### src/rtl/parity_tx_pkg.sv
// parity_tx_pkg: shared types and constants for the parity serial transmitter.
//   DATA_W     - payload width in bits
//   FRAME_BITS - bits per serial frame (start + data + parity + stop)
//   tx_state_t - transmitter FSM states
package parity_tx_pkg;
    localparam int DATA_W     = 8;
    localparam int FRAME_BITS = 11;
    typedef enum logic [2:0] {IDLE, START, DATA, PARITY, STOP} tx_state_t;
endpackage

### src/rtl/parity_calc.sv
// parity_calc: combinational parity of one byte with odd/even select.
//   data_i [DATA_W-1:0] - byte whose parity is computed
//   odd_i               - 0 = even parity (plain XOR), 1 = odd parity (inverted XOR)
//   par_o               - resulting parity bit
module parity_calc
    import parity_tx_pkg::*;
(
    input  logic [DATA_W-1:0] data_i,
    input  logic              odd_i,
    output logic              par_o
);
    assign par_o = ^data_i ^ odd_i;
endmodule

### src/rtl/parity_serial_tx.sv
// parity_serial_tx: accepts a byte on valid/ready and sends an LSB-first 11-bit frame (start, 8 data, parity, stop).
//   clk        - rising-edge clock
//   rst_n      - asynchronous active-low reset
//   tx_data    - byte to transmit, sampled on handshake only
//   tx_valid   - producer has a byte on tx_data
//   tx_ready   - block can accept a byte this cycle (IDLE only)
//   tx_serial  - serial line, idles high
//   tx_busy    - a frame is in flight
//   frame_done - one-cycle pulse on the last clock of the stop bit
module parity_serial_tx
    import parity_tx_pkg::*;
#(
    parameter int CLKS_PER_BIT = 16,
    parameter bit ODD_PARITY   = 1'b0
)
(
    input  logic              clk,
    input  logic              rst_n,
    input  logic [DATA_W-1:0] tx_data,
    input  logic              tx_valid,
    output logic              tx_ready,
    output logic              tx_serial,
    output logic              tx_busy,
    output logic              frame_done
);
    localparam int CW = $clog2(CLKS_PER_BIT);
    localparam logic [CW-1:0] LAST = CW'(CLKS_PER_BIT - 1);

    tx_state_t         state_q, state_d;
    logic [CW-1:0]     cnt_q, cnt_d;
    logic [2:0]        bit_q, bit_d;
    logic [DATA_W-1:0] shift_q, shift_d;
    logic              par_q, par_d;
    logic              par_w;
    logic              bit_end;

    parity_calc u_parity_calc (
        .data_i (tx_data),
        .odd_i  (ODD_PARITY),
        .par_o  (par_w)
    );

    assign bit_end = cnt_q == LAST;

    always_comb begin
        state_d = state_q;
        cnt_d   = cnt_q;
        bit_d   = bit_q;
        shift_d = shift_q;
        par_d   = par_q;
        if (state_q == IDLE) begin
            cnt_d = '0;
            bit_d = '0;
            if (tx_valid) begin
                shift_d = tx_data;
                par_d   = par_w;
                state_d = START;
            end
        end else begin
            // Counter restarts on every bit boundary so each bit lasts exactly CLKS_PER_BIT cycles.
            cnt_d = bit_end ? '0 : cnt_q + CW'(1);
            if (bit_end) begin
                case (state_q)
                    START:   state_d = DATA;
                    DATA: begin
                        shift_d = shift_q >> 1;
                        bit_d   = bit_q + 3'd1;
                        if (bit_q == 3'd7) state_d = PARITY;
                    end
                    PARITY:  state_d = STOP;
                    default: state_d = IDLE;
                endcase
            end
        end
    end

    always_ff @(posedge clk or negedge rst_n) begin
        if (!rst_n) begin
            state_q <= IDLE;
            cnt_q   <= '0;
            bit_q   <= '0;
            shift_q <= '0;
            par_q   <= 1'b0;
        end else begin
            state_q <= state_d;
            cnt_q   <= cnt_d;
            bit_q   <= bit_d;
            shift_q <= shift_d;
            par_q   <= par_d;
        end
    end

    // Outputs decode straight from registers, so an async reset forces the idle line at once.
    assign tx_ready   = state_q == IDLE;
    assign tx_busy    = state_q != IDLE;
    assign frame_done = (state_q == STOP) && bit_end;
    assign tx_serial  = (state_q == START)  ? 1'b0       :
                        (state_q == DATA)   ? shift_q[0] :
                        (state_q == PARITY) ? par_q      : 1'b1;
endmodule

### config.mk
export PLATFORM = sky130hd
export DESIGN_NAME = parity_serial_tx
export DESIGN_NICKNAME = d
export VERILOG_FILES = /design/src/rtl/parity_tx_pkg.sv /design/src/rtl/parity_calc.sv /design/src/rtl/parity_serial_tx.sv
export SDC_FILE = /design/constraint.sdc
export NUM_CORES = 1
export LEC_CHECK = 0
export ABC_AREA = 1
export CELL_PAD_IN_SITES_DETAIL_PLACEMENT = 0
export CELL_PAD_IN_SITES_GLOBAL_PLACEMENT = 1
export CORE_MARGIN = 8
export CORE_UTILIZATION = 42
export CTS_CLUSTER_DIAMETER = 100
export DETAILED_ROUTE_END_ITERATION = 6
export PLACE_DENSITY_LB_ADDON = 0.1
export REMOVE_ABC_BUFFERS = 1
export SLEW_MARGIN = 40
export SYNTH_ARGS = -nofsm -noshare
export SYNTH_HDL_FRONTEND = slang
export SYNTH_HIERARCHICAL = 1
export SYNTH_SLANG_ARGS = --single-unit
export TNS_END_PERCENT = 100
### constraint.sdc
create_clock -name clk -period 2.5 [get_ports clk]
set_input_delay 0.25 -clock clk [delete_from_list [all_inputs] [get_ports clk]]
set_output_delay 0.25 -clock clk [all_outputs]
set_load 0.03 [all_outputs]
==> metrics.md <==
| Metric | Value |
|---|---|
| Post-Syn Instances | `171` |
| Average via count per standard cell | `4.92` |
| Synth Register Bits | `19` |
| Fin. Hold Viols | `0` |
| Req. time, crit path | `2250 ps` |
| Routed WL | `2440 µm` |
| Clock Skew | `17.5 ps` |
| Iter 0 DRT Violations | `95` |
| H-tree depth | `1` |
| CTS tree | `done` |
| Area leader, netlist | `dfrtp_1` |
| Placed Area | `0.00136 mm²` |
| # IOs | `15` |
| Die height | `69.6 µm` |
| Synth area leaders | `dfrtp_1, nand2_1, nand3_1` |
| RSZ-0062 raised after global routing | `no` |
| Distinct cells, synth | `21` |
| Fmax | `around 0.44 GHz` |
| Core ar. | `between 0.002 and 0.003 mm²` |
| GP Congestion | `0.775` |
| Initial antenna violation count | `0` |
| Critical path capture point type | `output pin` |
| Final setup TNS | `0 ps` |
| Synth cell count leaders | `nand2_1, nand3_1, dfrtp_1` |
| DRC | `0` |
| Post-synth ARST share | `1.00` |
| Non-Filler Instances | `220` |
| Clock root buffer | `clkbuf_4` |
| TritonRoute pass-1 iters | `4` |
| Warnings from Yosys | `6` |
| Clock transition at the registers of the reported paths | `about 120 ps` |
| GR Layer Usage met3 | `0.0372` |
| Die area | `0.00485 mm²` |
| Startpoint Class | `flip-flop` |
| Site Rows | `19` |
| Mapped cell area | `0.00121 mm²` |
| Avg WL per Cell | `11.1 µm` |
| Congestion Overflow GR | `0` |
| Critical path class | `reg -> out` |
| Number of global-route vias before repair | `between 1000 and 1500` |
| Worst VDD drop | `about 0.75 mV` |
| Post-CTS Setup Inserts | `0` |
| Final min period | `2300 ps` |
| Clock latency on the worst-skew pair | `300 ps` |
| Global Route Usage Sum | `0.107` |
| Flop pwr share | `0.340` |
| Clock sink count | `19` |
| Share of the synthesized area in the top cell type | `0.394` |
| Final Cycle Share | `0.919` |
| Fin util | `0.511` |
| Top-count cell post-synth | `nand2_1` |
| Final ANT Viol Nets | `0` |
| Grt peak-use layer | `met2` |
| Die width | `69.6 µm` |
| Final instance area | `0.00140 mm²` |
| Switching Fraction | `0.482` |
| Pleak | `0.000775 µW` |
| Max-slew violation count | `0` |
| Worst EP arrival | `~2000 ps` |
| M2 GR Usage | `0.192` |
| Gate power share | `0.561` |
| Largest net degree at the start of global routing | `20` |
| PortBufs | `14` |
| Final Setup Violations | `0` |
| Filler Cell Count | `270` |
| Part of the power in the clock network | `0.099` |
| Via count | `1083` |
| Hpwl dp | `around 1900 µm` |
| Layout cells sized above 1 | `0.111` |
| Power Internal | `~800 µW` |
| Power Density | `1130 mW/mm²` |
| Area growth, synth to finish | `15.8%` |
| Total of max-cap violations | `0` |
| Clock buffer count from CTS | `3` |
| Psw | `759 µW` |
| Ys flop type | `dfrtp_1` |
| GR Util met1 | `0.121` |
| Crit-path max FO | `15` |
| Status | `complete, no violations` |
| Diode count | `0` |
| Net count, final | `204` |
| EDFF count, synth | `0` |
| Mean Syn Cell Area | `7.06 µm²` |
| Max Root-Sink Buffers | `2` |
| Global-route wire length before repair | `4510 µm` |
| Hold WC Path Type | `in -> async` |
| Seq/Total Area, Yosys | `0.394` |
| Inst Count DP | `about 220` |
| Starting Density | `0.442` |
state kept, by name (all words and copies together) (netlist names):
| name | cells |
|---|---|
| bit_q | 3 |
| cnt_q | 4 |
| par_q | 1 |
| shift_q | 8 |
| state_q | 3 |
power by group through the flow:
stage / clock (µW) / sequential (µW) / combinational [µW]
finish: 156 / 534 / 883
global route: 175 / 546 / 1010
CTS: 164 / 533 / 892
detailed placement: 0 / 539 / 890
global placement: 0 / 536 / 878
floorplan: 0 / 520 / 651
logic make-up after synthesis:
family,synth area share
AO/OA/AOI/OAI,0.0301
XOR/XNOR,0.0145
adder cells (fa/ha/maj),0.0311
buffers and inverters,0.0922
flip-flops,0.394
other,0.00311
AND/OR/NAND/NOR,0.435
layout make-up:
cell class                 instances  area [µm²]  share of cell area
clock buffer                       3        22.5              0.0161
clock inverter                     1        5.00             0.00358
inverter                          21        78.8              0.0564
multi-input combinational        129         624               0.447
sequential                        19         475               0.340
tap                               31        38.8              0.0278
timing repair buffer              16         153               0.109
worst max-delay path, cell delays in order, from the launching register on:
cell             delay (ps)
dfrtp_1                 470
inv_2                   240
nand2_2                 230
inv_1                   120
clkdlybuf4s50_1         680
stage by stage:
step                power, µW  setup slack [ps]  hold WS [ps]
floorplan                1170               999         -45.6
global placement         1410               589           443
detailed placement       1430               556           220
CTS                      1590               195           411
global route             1740              90.3           418
finish                   1570               203           393
worst paths after layout:
kind	startpoint	to	slack, ps	cells after the start
worst max-delay path	state_q[1]	tx_ready	200	4
worst min-delay path	rst_n	par_q	390	2
worst max register to register	state_q[1]	shift_q[3]	980	6
worst min register to register	cnt_q[0]	cnt_q[0]	460	1
max in group asynchronous	rst_n	bit_q[2]	1790	2
min in group clk	cnt_q[0]	cnt_q[0]	460	1
layout by cell type (no fill, tap or decap), types with 2 or more instances in the layout:
cell / Yosys / routed
dfrtp_1: 19 / 19
ha_1: 3 / 3
nand2_1: 68 / 68
clkdlybuf4s50_1: 0 / 13
inv_1: 18 / 18
inv_2: 3 / 3
xor2_1: 2 / 2
nand2_2: 7 / 7
clkbuf_4: 0 / 3
conb_1: 1 / 2
nor2_1: 11 / 11
nand3_2: 2 / 2
o21ai_0: 2 / 2
nand3_1: 25 / 25
a21oi_1: 2 / 2
metal layers:
layer | part of all wire | vias up
li1 | - | 568
met1 | 0.48 | 494
met2 | 0.47 | 19
met3 | 0.046 | 2
met4 | 0.0057 | 0
met5 | 0 | -
timing repair:
action                                  4_1_cts  5_1_grt
endpoints found under the setup margin        0        0
hold endpoints to repair                     19        0
hold buffers                                  1        0
gates resized for setup                       0        0
(Power assumes the default switching activity.)
